===== src/rtl/jump_controller.sv =====
// Control-flow sequencer feeding the program counter: decodes jump class, owns the
// return-address stack, WAIT-style delays and the halt state, paced to a synchronous ROM.
module jump_controller #(
  parameter int ADDR_WIDTH    = 12,
  parameter int STACK_DEPTH   = 8,
  parameter int FETCH_LATENCY = 1
) (
  input  logic                  clock,
  input  logic                  reset,
  input  logic                  instr_valid,
  input  logic [2:0]            jump_op,
  input  logic [ADDR_WIDTH-1:0] target,
  input  logic                  zero_flag,
  input  logic [ADDR_WIDTH-1:0] address,
  output logic [2:0]            flagPC,
  output logic [ADDR_WIDTH-1:0] newAddress,
  output logic                  stack_error,
  output logic                  halted
);

  localparam int IDXW = $clog2(STACK_DEPTH);
  localparam int SPW  = IDXW + 1;

  localparam logic [2:0] PC_HOLD     = 3'd0;
  localparam logic [2:0] PC_INCREASE = 3'd1;
  localparam logic [2:0] PC_JUMP     = 3'd2;
  localparam logic [2:0] PC_DELAY    = 3'd3;

  localparam logic [3:0]     LATENCY = 4'(FETCH_LATENCY);
  localparam logic [SPW-1:0] SP_FULL = SPW'(STACK_DEPTH);

  typedef enum logic [1:0] {
    S_RUN,
    S_FETCH_WAIT,
    S_DELAYING,
    S_HALTED
  } state_e;

  typedef enum logic [2:0] {
    OP_NONE = 3'd0,
    OP_JMP  = 3'd1,
    OP_BEQZ = 3'd2,
    OP_BNEZ = 3'd3,
    OP_CALL = 3'd4,
    OP_RET  = 3'd5,
    OP_WAIT = 3'd6,
    OP_HALT = 3'd7
  } op_e;

  state_e                  state_q, state_d;
  logic [3:0]              cnt_q, cnt_d;
  logic [SPW-1:0]          sp_q;
  logic [ADDR_WIDTH-1:0]   wait_addr_q, wait_addr_d;
  logic [2:0]              flag_d;
  logic [ADDR_WIDTH-1:0]   new_addr_d;
  logic                    err_d;
  logic                    push, pop;

  logic [ADDR_WIDTH-1:0]   stack_mem [STACK_DEPTH];
  logic [IDXW-1:0]         push_idx, top_idx;
  logic [ADDR_WIDTH-1:0]   return_addr;

  // With sp == STACK_DEPTH the low bits wrap to 0, so top_idx still names the last entry.
  assign push_idx    = sp_q[IDXW-1:0];
  assign top_idx     = sp_q[IDXW-1:0] - IDXW'(1);
  assign return_addr = address + ADDR_WIDTH'(1);
  assign halted      = (state_q == S_HALTED);

  always_comb begin
    // NOTE: every output of this block gets a default first, so no path can infer a latch.
    state_d     = state_q;
    cnt_d       = cnt_q;
    wait_addr_d = wait_addr_q;
    flag_d      = PC_HOLD;
    new_addr_d  = newAddress;
    err_d       = stack_error;
    push        = 1'b0;
    pop         = 1'b0;

    unique case (state_q)
      S_RUN: begin
        if (instr_valid) begin
          state_d = S_FETCH_WAIT;
          cnt_d   = LATENCY;
          case (op_e'(jump_op))
            OP_NONE: flag_d = PC_INCREASE;
            OP_JMP: begin
              flag_d     = PC_JUMP;
              new_addr_d = target;
            end
            OP_BEQZ: begin
              flag_d = zero_flag ? PC_JUMP : PC_INCREASE;
              if (zero_flag) new_addr_d = target;
            end
            OP_BNEZ: begin
              flag_d = !zero_flag ? PC_JUMP : PC_INCREASE;
              if (!zero_flag) new_addr_d = target;
            end
            OP_CALL: begin
              if (sp_q == SP_FULL) begin
                err_d   = 1'b1;
                state_d = S_HALTED;
              end else begin
                push       = 1'b1;
                flag_d     = PC_JUMP;
                new_addr_d = target;
              end
            end
            OP_RET: begin
              if (sp_q == '0) begin
                err_d   = 1'b1;
                state_d = S_HALTED;
              end else begin
                pop        = 1'b1;
                flag_d     = PC_JUMP;
                new_addr_d = stack_mem[top_idx];
              end
            end
            OP_WAIT: begin
              flag_d      = PC_DELAY;
              wait_addr_d = address;
              state_d     = S_DELAYING;
            end
            OP_HALT: state_d = S_HALTED;
          endcase
        end
      end

      // The ROM needs FETCH_LATENCY cycles to present the instruction at the new PC.
      S_FETCH_WAIT: begin
        if (cnt_q <= 4'd1) begin
          cnt_d   = 4'd0;
          state_d = S_RUN;
        end else begin
          cnt_d = cnt_q - 4'd1;
        end
      end

      S_DELAYING: begin
        if (address == wait_addr_q) begin
          flag_d = PC_DELAY;
        end else begin
          state_d = S_FETCH_WAIT;
          cnt_d   = LATENCY;
        end
      end

      S_HALTED: ;
    endcase
  end

  // NOTE: sequential state uses non-blocking assignments so every register samples pre-edge values.
  always_ff @(posedge clock) begin
    if (reset) begin
      state_q     <= S_FETCH_WAIT;
      cnt_q       <= LATENCY;
      sp_q        <= '0;
      wait_addr_q <= '0;
      flagPC      <= PC_HOLD;
      newAddress  <= '0;
      stack_error <= 1'b0;
    end else begin
      state_q     <= state_d;
      cnt_q       <= cnt_d;
      wait_addr_q <= wait_addr_d;
      flagPC      <= flag_d;
      newAddress  <= new_addr_d;
      stack_error <= err_d;
      if (push)     sp_q <= sp_q + SPW'(1);
      else if (pop) sp_q <= sp_q - SPW'(1);
    end
  end

  // NOTE: the stack array has no reset; only sp is cleared, which is enough to empty it.
  always_ff @(posedge clock) begin
    if (push && !reset) stack_mem[push_idx] <= return_addr;
  end

endmodule

===== config.mk =====
export PLATFORM = sky130hd
export DESIGN_NAME = jump_controller
export DESIGN_NICKNAME = d
export VERILOG_FILES = /design/src/rtl/jump_controller.sv
export SDC_FILE = /design/constraint.sdc
export NUM_CORES = 1
export LEC_CHECK = 0
export CORE_MARGIN = 2
export CORE_UTILIZATION = 58
export CTS_CLUSTER_SIZE = 40
export DETAILED_ROUTE_END_ITERATION = 12
export HOLD_SLACK_MARGIN = 0.03
export PLACE_DENSITY_LB_ADDON = 0.15
export SLEW_MARGIN = 20
export SYNTH_ARGS = -nofsm -noshare
export SYNTH_HDL_FRONTEND = slang
export SYNTH_SLANG_ARGS = --single-unit

===== constraint.sdc =====
create_clock -name clock -period 3.66 [get_ports clock]
set_clock_uncertainty 0.15 [all_clocks]
set_input_delay 0.732 -clock clock [delete_from_list [all_inputs] [get_ports clock]]
set_output_delay 0.732 -clock clock [all_outputs]
set_load 0.05 [all_outputs]

==> impl_metrics.py, run 1 <==
metrics = {
    "placed_design": {
        "place_area_sq_um": 6530,
        "place.gp.congestion": 0.792,
        "place_inst": 593,
        "port_buffers": 46,
        "hpwl_mm": 7.76,
    },
    "global_route": {
        "grt-ovfl-total": 0,
        "grt.busiest_layer": "met2",
        "antenna_found_initial": 0,
        "grt_usage": 0.251,
        "use_met2": 0.408,
        "grt_max_degree": 29,
        "grt_use_met3": 0.0655,
        "grt_pass1_wl_mm": 20.2,
        "grtUsageMet1": 0.334,
        "first_global_vias": 3639,
    },
    "sta": {
        "finalCriticalPeriod_ns": 3.26,
        "worstMarginPinSlew_ns": 0.997,
        "tns_ns": 0,
        "period_share": 0.891,
        "fmax_mhz": 307,
        "setup_viol": 0,
        "finalHoldViolCount": 0,
        "rsz0062_at_grt": "no",
        "drv_slew": 0,
        "slew_headroom": 0.335,
        "whs_ns": 0.327,
    },
    "die": {
        "die_h_um": 105,
        "die_w_um": 105,
        "fp.dieArea_sq_um": 10900,
        "start_util": 0.598,
        "rows": 36,
        "ios": 48,
        "core_sq_um": 9820,
    },
    "power": {
        "p_per_area_nw_per_um2": 543,
        "peakVddDrop_mv": 0.506,
        "p_leak_nw": 2.42,
    },
    "routing": {
        "drc_errors": 0,
        "wl_per_cell_um": 20.3,
        "dr.pass1.iters": 5,
        "via_per_inst": 5.94,
        "postRouteWirelength_mm": 12.7,
        "antenna_left": 0,
        "first_iter_violations": 373,
        "vias": 3711,
    },
    "layout": {
        "fin_area_sq_um": 7120,
        "final_nets": 521,
        "final_common_cell": "edfxtp_1",
        "areaGrowthSynthToFinish_pct": 21.2,
        "antenna_cells": 0,
        "final_cell_mix": "edfxtp_1 (96), clkdlybuf4s50_1 (46), nand2_1 (38), dfxtp_1 (37), nor2_1 (33)",
        "layout.cells.non_filler": 625,
        "final-seq-area_sq_um": 3620,
        "drive_gt1_frac": 0.175,
        "fillers": 680,
        "multi_input_area_sq_um": 2080,
    },
    "synthesis": {
        "synth_edf_count": 96,
        "yosysWarningCount": 0,
        "syn_area_sq_um": 5870,
        "synth_cell_type_count": 49,
        "ys_seq_elements": 133,
        "syn-num-nets": 460,
        "ys_dominant_reg_cell": "edfxtp_1",
        "synthArstFlopShare": 0,
        "syn_avg_cell_area_sq_um": 14.0,
        "synth_cells": 418,
        "ys_seq_area_frac": 0.617,
    },
    "critical_path": {
        "critPathCaptureType": "flip-flop",
        "critical_path_class": "flip-flop to flip-flop",
        "path_max_fanout": 8,
        "arrival_ns": 3.54,
        "cp.required_ns": 3.94,
        "crit_path_start_kind": "flip-flop",
    },
    "run": {
        "max_cap_violations": 0,
    },
    "cts": {
        "ctsRootBufferMaster": "clkbuf_8",
        "cts.clk_slew.worst_paths_ns": 0.06,
        "ctsHoldBuffers": 0,
        "clockBufferDepth": 2,
        "clock_latency_ns": 0.52,
        "htreeDepth": 4,
        "numCtsBuffers": 17,
        "post_cts_buffers": 0,
        "cts_sinks": 133,
        "cts_resized": 0,
        "cts_tree": "done",
    },
    "min_path": {
        "holdCritPathClass": "flip-flop to flip-flop",
    },
    "run_status": {
        "outcome": "finished clean",
    },
}
-- flip-flops by register name, summed over array words and instances (netlist names) --
name / flops
cnt_q: 4
flagPC: 2
newAddress: 12
sp_q: 4
stack_error: 1
stack_mem: 96
state_q: 2
wait_addr_q: 12
-- where the power goes --
group          switching [W]  internal (W)  leakage (nW)  total [W]
clock               0.000608       0.00105         0.289    0.00166
combinational       0.000300      0.000226         0.968   0.000526
sequential         0.0000286       0.00165          1.16    0.00168
-- metrics by stage --
step           utilization  power (W)  setup slack (ns)
2_1_floorplan            -    0.00208             0.278
3_3_place_gp         0.665    0.00221             0.243
3_5_place_dp         0.665    0.00223             0.200
4_1_cts              0.725    0.00389             0.392
5_1_grt              0.725    0.00401             0.196
6_report             0.725    0.00387             0.398
-- synthesized netlist by cell type (2+ instances only) --
library cell | number | area share
or4_1 | 2 | 0.0026
a31oi_1 | 2 | 0.0021
ha_1 | 10 | 0.021
a221o_1 | 13 | 0.022
xnor2_1 | 20 | 0.030
nand3_1 | 8 | 0.0068
mux2i_1 | 16 | 0.027
buf_6 | 2 | 0.0038
nor2b_1 | 4 | 0.0043
nand2_1 | 38 | 0.024
nand4_1 | 4 | 0.0043
clkbuf_1 | 8 | 0.0051
o211ai_1 | 2 | 0.0026
o21ai_0 | 2 | 0.0017
edfxtp_1 | 96 | 0.49
buf_2 | 12 | 0.010
o21bai_1 | 2 | 0.0026
nor3_1 | 10 | 0.0085
a21o_1 | 3 | 0.0038
xnor2_2 | 3 | 0.0083
inv_1 | 10 | 0.0064
xor2_1 | 3 | 0.0045
buf_4 | 2 | 0.0026
nand2b_1 | 6 | 0.0064
mux4_2 | 24 | 0.092
dfxtp_1 | 37 | 0.13
a21oi_1 | 22 | 0.019
o31ai_1 | 4 | 0.0051
nor2_1 | 33 | 0.021
-- final cells by class --
type,count,area share
inverter,10,0.00528
tap,133,0.0234
timing repair buffer,67,0.0869
clock buffer,19,0.0607
sequential,133,0.509
clock inverter,13,0.0220
multi-input combinational,250,0.293
-- cells by family (layout without fill, tap and decap cells) --
family	count (synthesis)	after routing	share of synthesized area
XOR/XNOR	26	26	0.0426
AO/OA/AOI/OAI	60	60	0.0772
multiplexers	40	40	0.119
other	1	1	0.000639
buffers and inverters	35	109	0.0288
AND/OR/NAND/NOR	112	112	0.0893
adder cells (fa/ha/maj)	11	11	0.0247
flip-flops	133	133	0.617
-- critical path: stages (launching register included) --
cell	delay, ns
dfxtp_1	0.48
inv_1	0.10
ha_1	0.27
nor2b_1	0.19
a211o_1	0.33
or2_2	0.34
ha_1	0.31
a21o_1	0.18
a21oi_1	0.27
mux2i_1	0.23
a21oi_1	0.09
a311oi_1	0.23
-- worst paths after layout --
kind | endpoint | slack (ns) | startpoint | cells past startpoint
max reg2reg | sp_q[3]$_SDFFE_PP0P_ | 0.40 | sp_q[1]$_SDFFE_PP0P_ | 11
min | stack_error$_SDFFE_PP0P_ | 0.33 | stack_error$_SDFFE_PP0P_ | 2
max | sp_q[3]$_SDFFE_PP0P_ | 0.40 | sp_q[1]$_SDFFE_PP0P_ | 11
min reg2reg | stack_error$_SDFFE_PP0P_ | 0.33 | stack_error$_SDFFE_PP0P_ | 2
-- per-layer routing --
layer | up-vias | part of all wire | wire length, um
met5 | - | 0 | 0
met4 | 0 | 0.013 | 163
met3 | 15 | 0.073 | 932
met2 | 170 | 0.52 | 6560
met1 | 1819 | 0.40 | 5030
li1 | 1707 | - | -
(Power assumes the default switching activity.)
==> run 2: changes to the inputs <==
ABC_AREA = 1   (was not set)
==> impl_metrics.py, run 2 <==
metrics = {
    "cts": {
        "clock_latency_ns": 0.52,
        "ctsRootBufferMaster": "clkbuf_8",
        "numCtsBuffers": 17,
        "cts_tree": "done",
        "cts_sinks": 133,
        "post_cts_buffers": 0,
        "cts.clk_slew.worst_paths_ns": 0.06,
        "clockBufferDepth": 2,
        "ctsHoldBuffers": 0,
        "cts_resized": 0,
        "htreeDepth": 4,
    },
    "synthesis": {
        "syn_avg_cell_area_sq_um": 9.21,
        "ys_seq_area_frac": 0.592,
        "ys_seq_elements": 133,
        "syn-num-nets": 707,
        "yosysMostFrequentCell": "nor2_1",
        "yosys.area.top_type": "edfxtp_1",
        "ys_dominant_reg_cell": "edfxtp_1",
        "synth_top_area_share": 0.471,
        "synth_common_cells": "nor2_1 (126), nand2_1 (102), edfxtp_1 (96)",
        "synth_cells": 665,
        "syn_area_sq_um": 6120,
        "synth_cell_type_count": 32,
        "synthArstFlopShare": 0,
        "synth_edf_count": 96,
        "yosysWarningCount": 0,
        "synth_area_leaders": "edfxtp_1 (47%), dfxtp_1 (12%), nor2_1 (7.7%), nand2_1 (6.3%), o21ai_0 (6.0%)",
    },
    "run_status": {
        "outcome": "finished clean",
    },
    "sta": {
        "finalHoldViolCount": 0,
        "setup_viol": 0,
        "slew_headroom": 0.463,
        "drv_slew": 0,
        "fmax_mhz": 341,
        "period_share": 0.800,
        "finalCriticalPeriod_ns": 2.93,
        "rsz0062_at_grt": "no",
        "worstMarginPinSlew_ns": 0.803,
        "whs_ns": 0.304,
        "tns_ns": 0,
    },
    "critical_path": {
        "critPathCaptureType": "flip-flop",
        "arrival_ns": 3.23,
        "crit_path_start_kind": "flip-flop",
        "critical_path_class": "flip-flop to flip-flop",
        "r2r-start": "sp_q[1]$_SDFFE_PP0P_",
        "worstRegToRegCells": 10,
        "reg2reg_slack_ns": 0.73,
        "cp.required_ns": 3.96,
        "regToRegEndpoint": "newAddress[10]$_SDFFE_PP0P_",
        "path_max_fanout": 25,
    },
    "routing": {
        "antenna_left": 0,
        "postRouteWirelength_mm": 13.4,
        "dr.pass1.iters": 5,
        "wl_per_cell_um": 15.4,
        "via_per_inst": 5.40,
        "first_iter_violations": 417,
        "vias": 4686,
        "drc_errors": 0,
    },
    "die": {
        "die_h_um": 107,
        "fp.dieArea_sq_um": 11400,
        "core_sq_um": 10300,
        "start_util": 0.596,
        "ios": 48,
        "die_w_um": 107,
        "rows": 37,
    },
    "min_path": {
        "hp-start": "stack_error$_SDFFE_PP0P_",
        "holdCritPathClass": "flip-flop to flip-flop",
        "min_path_cells": 2,
        "min_to": "stack_error$_SDFFE_PP0P_",
    },
    "layout": {
        "largest_register_ffs": 96,
        "final_cell_mix": "nor2_1 (126), nand2_1 (102), edfxtp_1 (96), o21ai_0 (73), inv_1 (56)",
        "antenna_cells": 0,
        "fillers": 742,
        "multi_input_area_sq_um": 2130,
        "final_nets": 760,
        "largestRegisters": "stack_mem (96), newAddress (12), wait_addr_q (12)",
        "final_common_cell": "nor2_1",
        "final-seq-area_sq_um": 3620,
        "largest_register": "stack_mem",
        "drive_gt1_frac": 0.0862,
        "areaGrowthSynthToFinish_pct": 21.4,
    },
    "run": {
        "max_cap_violations": 0,
    },
    "global_route": {
        "grt_max_degree": 52,
        "grt_usage": 0.248,
        "antenna_found_initial": 0,
        "grt-ovfl-total": 0,
        "grt_pass1_wl_mm": 21.5,
        "first_global_vias": 4468,
    },
    "placed_design": {
        "hpwl_mm": 8.76,
        "place.gp.congestion": 0.890,
        "port_buffers": 46,
    },
    "power": {
        "peakVddDrop_mv": 0.349,
        "p_per_area_nw_per_um2": 580,
        "p_leak_nw": 2.92,
    },
}
==> run 2: routing by layer <==
metal  wire (um)  part of all wire  up-vias  track usage
met4         238             0.018        0        0.100
met3         668             0.050       26       0.0620
met5           0                 0        -            0
met1        5900              0.44     2178        0.311
li1            -                 -     2343            -
met2        6540              0.49      139        0.413
==> run 2: cell families after synthesis <==
family / count (synthesis) / synth area share
DFF: 133 / 0.592
other: 1 / 0.000612
and+or+nand+nor: 277 / 0.188
buffers and inverters: 91 / 0.0609
AOI/OAI and AO/OA: 139 / 0.116
xor gates and xnor gates: 13 / 0.0186
adders and majority gates: 11 / 0.0237
==> run 2: critical path, stage by stage, from the launching register on <==
cell,delay [ns]
dfxtp_1,0.51
inv_1,0.15
ha_1,0.29
buf_4,0.22
inv_1,0.62
o21ai_0,0.24
o22ai_1,0.16
inv_1,0.06
a21oi_1,0.30
nor2_1,0.07
nor2_1,0.08
==> run 2: metrics by stage <==
stage               worst slack [ns]  cell area, sq um   util  total power (W)  std cells
floorplan                      0.526              6120      -          0.00220        665
global placement               0.516              6750  0.656          0.00237        835
detailed placement             0.383              6750  0.656          0.00239        835
CTS                            0.753              7430  0.723          0.00434        867
global route                   0.499              7430  0.723          0.00448        867
finish                         0.732              7430  0.723          0.00431        867
==> run 2: report_power, final <==
group          internal (W)  switching [W]
Combinational      0.000231       0.000422
Sequential          0.00167      0.0000375
Clock               0.00133       0.000613
==> run 2: cell type report <==
cell class | count | share of cell area
repair buffers | 64 | 0.0801
well taps | 136 | 0.0229
multi-input cells | 441 | 0.286
clock buffers | 20 | 0.0586
inverters | 61 | 0.0308
clock inverters | 12 | 0.0337
flip-flops and latches | 133 | 0.488
==> run 2: how the worst max path moves through the flow <==
stage,start,endpoint
6_report,sp_q[1]$_SDFFE_PP0P_,newAddress[10]$_SDFFE_PP0P_
5_1_grt,sp_q[1]$_SDFFE_PP0P_,newAddress[10]$_SDFFE_PP0P_
3_5_place_dp,jump_op[2],sp_q[3]$_SDFFE_PP0P_
4_1_cts,sp_q[1]$_SDFFE_PP0P_,newAddress[10]$_SDFFE_PP0P_
2_1_floorplan,sp_q[0]$_SDFFE_PP0P_,stack_mem[1][0]$_DFFE_PP_
3_3_place_gp,jump_op[2],sp_q[3]$_SDFFE_PP0P_
==> run 3: changes to the inputs <==
CORE_UTILIZATION = 53   (was 58)
clock period = 2.4 ns   (was 3.66 ns; I/O delays follow)
==> impl_metrics.py, run 3 (synthesized netlist as in run 2, its figures left out) <==
metrics = {
    "run_status": {
        "outcome": "finished clean",
    },
    "routing": {
        "first_iter_violations": 498,
        "drc_errors": 0,
        "postRouteWirelength_mm": 15.5,
        "via_per_inst": 5.39,
        "dr.pass1.iters": 4,
        "antenna_left": 0,
        "wl_per_cell_um": 16.9,
        "vias": 4947,
    },
    "placed_design": {
        "port_buffers": 46,
        "place_area_sq_um": 7330,
        "place_inst": 884,
        "place.gp.congestion": 0.903,
        "hpwl_mm": 10.2,
    },
    "critical_path": {
        "path_max_fanout": 8,
        "crit_path_start_kind": "primary input",
        "arrival_ns": 2.25,
        "crit_chain": "clkdlybuf4s50_1, buf_4, ha_1, nand3_1, buf_4, xor2_1",
        "regToRegEndpoint": "stack_mem[2][3]$_DFFE_PP_",
        "critPathCaptureType": "flip-flop",
        "timing.critical_path.buf_inv": 3,
        "worstRegToRegCells": 10,
        "critical_path_class": "primary input to flip-flop",
        "crit_top_cell": "buf_4",
        "crit_slowest_cell": "xor2_1",
        "cp_top_family": "XOR/XNOR gates",
        "reg2reg_slack_ns": 0.11,
        "r2r-start": "sp_q[1]$_SDFFE_PP0P_",
        "cp.required_ns": 2.32,
        "max_stage_delay_ns": 0.78,
    },
    "cts": {
        "cts.clk_slew.worst_paths_ns": 0.06,
        "clock_latency_ns": 0.42,
        "cts_tree": "done",
        "numCtsBuffers": 17,
        "ctsRootBufferMaster": "clkbuf_16",
        "htreeDepth": 4,
        "ctsHoldBuffers": 0,
        "clockBufferDepth": 2,
        "cts_sinks": 133,
    },
    "min_path": {
        "min_to": "stack_error$_SDFFE_PP0P_",
        "hp-start": "stack_error$_SDFFE_PP0P_",
        "min_path_cells": 2,
        "holdCritPathClass": "flip-flop to flip-flop",
    },
    "power": {
        "p_leak_nw": 3.17,
        "peakVddDrop_mv": 0.520,
        "p_per_area_nw_per_um2": 804,
    },
    "layout": {
        "largestRegisters": "stack_mem (96), newAddress (12), wait_addr_q (12)",
        "final_nets": 803,
        "fin_area_sq_um": 7990,
        "antenna_cells": 0,
        "largest_register_ffs": 96,
        "fillers": 831,
        "largest_register": "stack_mem",
        "layout.cells.non_filler": 917,
        "final_cell_mix": "nor2_1 (123), nand2_1 (98), edfxtp_1 (96), o21ai_0 (73), inv_1 (54)",
        "areaGrowthSynthToFinish_pct": 30.5,
        "final_common_cell": "nor2_1",
        "drive_gt1_frac": 0.167,
    },
    "sta": {
        "finalCriticalPeriod_ns": 2.33,
        "period_share": 0.972,
        "worstMarginPinSlew_ns": 1.01,
        "drv_slew": 0,
        "rsz0062_at_grt": "no",
        "slew_headroom": 0.325,
        "setup_viol": 0,
        "fmax_mhz": 428,
        "finalHoldViolCount": 0,
    },
    "global_route": {
        "grt-ovfl-total": 0,
        "grt_usage": 0.258,
        "grt_pass1_wl_mm": 24.9,
        "first_global_vias": 4942,
        "antenna_found_initial": 0,
        "grt_max_degree": 52,
    },
    "die": {
        "die_h_um": 111,
        "die_w_um": 111,
        "start_util": 0.539,
        "ios": 48,
        "core_sq_um": 11400,
        "fp.dieArea_sq_um": 12400,
        "rows": 39,
    },
    "run": {
        "max_cap_violations": 0,
    },
}
-- run 3: worst max path at each step --
stage | from | end | slack [ns] | cells after the start
6_report | address[0] | stack_mem[3][4]$_DFFE_PP_ | 0.07 | 6
2_1_floorplan | sp_q[0]$_SDFFE_PP0P_ | stack_mem[3][0]$_DFFE_PP_ | -0.09 | 11
3_3_place_gp | address[0] | stack_mem[1][10]$_DFFE_PP_ | -0.22 | 7
4_1_cts | sp_q[1]$_SDFFE_PP0P_ | newAddress[8]$_SDFFE_PP0P_ | 0.04 | 10
5_1_grt | address[2] | stack_mem[3][11]$_DFFE_PP_ | 0.005 | 7
3_5_place_dp | address[0] | stack_mem[1][10]$_DFFE_PP_ | -0.27 | 7
-- run 3: timing repair --
item	4_1_cts	5_1_grt
buffers inserted	0	1
pin swaps	0	1
gates resized for setup	1	5
setup endpoints to repair	1	12
hold endpoints to repair	0	0
-- run 3: power by group --
part | internal [W] | switching [W]
registers | 0.00255 | 0.0000582
logic | 0.000414 | 0.000701
clock network | 0.00166 | 0.00104
total | 0.00462 | 0.00180
-- run 3: worst reg2reg max path: stages, from the launching register on --
cell and delay, ns:
dfxtp_4 0.34, inv_1 0.07, ha_4 0.18, nand2_2 0.08, nor2_2 0.06, nor3_4 0.20, nand2_2 0.14, nor2_4 0.21
nand2_4 0.13, nor3_4 0.26, buf_12 0.17
-- run 3: area by class of cell --
type	instances	area, sq um	share of cell area
Tap cell	143	179	0.0224
Clock buffer	17	425	0.0532
Multi-Input combinational cell	441	2290	0.287
Inverter	61	235	0.0294
Timing Repair Buffer	107	1040	0.130
Clock inverter	15	193	0.0241
Sequential cell	133	3630	0.454
-- run 3: stage by stage --
stage / hold WS (ns) / setup WS, ns / TNS, ns / utilization / total power, W
finish: 0.306 / 0.0661 / 0 / 0.703 / 0.00642
CTS: 0.310 / 0.0386 / 0 / 0.699 / 0.00644
global placement: 0.287 / -0.221 / -19.68 / 0.645 / 0.00371
detailed placement: 0.301 / -0.273 / -26.91 / 0.645 / 0.00374
global route: 0.349 / 0.00487 / 0 / 0.703 / 0.00671
floorplan: 0.291 / -0.0870 / -3.37 / - / 0.00337
-- run 3: layer usage --
metal  share of wire  track usage  vias to the layer above
met5               0            0                        -
met4           0.037        0.125                        0
met3           0.054       0.0561                       36
met2            0.48        0.419                      154
met1            0.43        0.332                     2317
li1                -            -                     2440
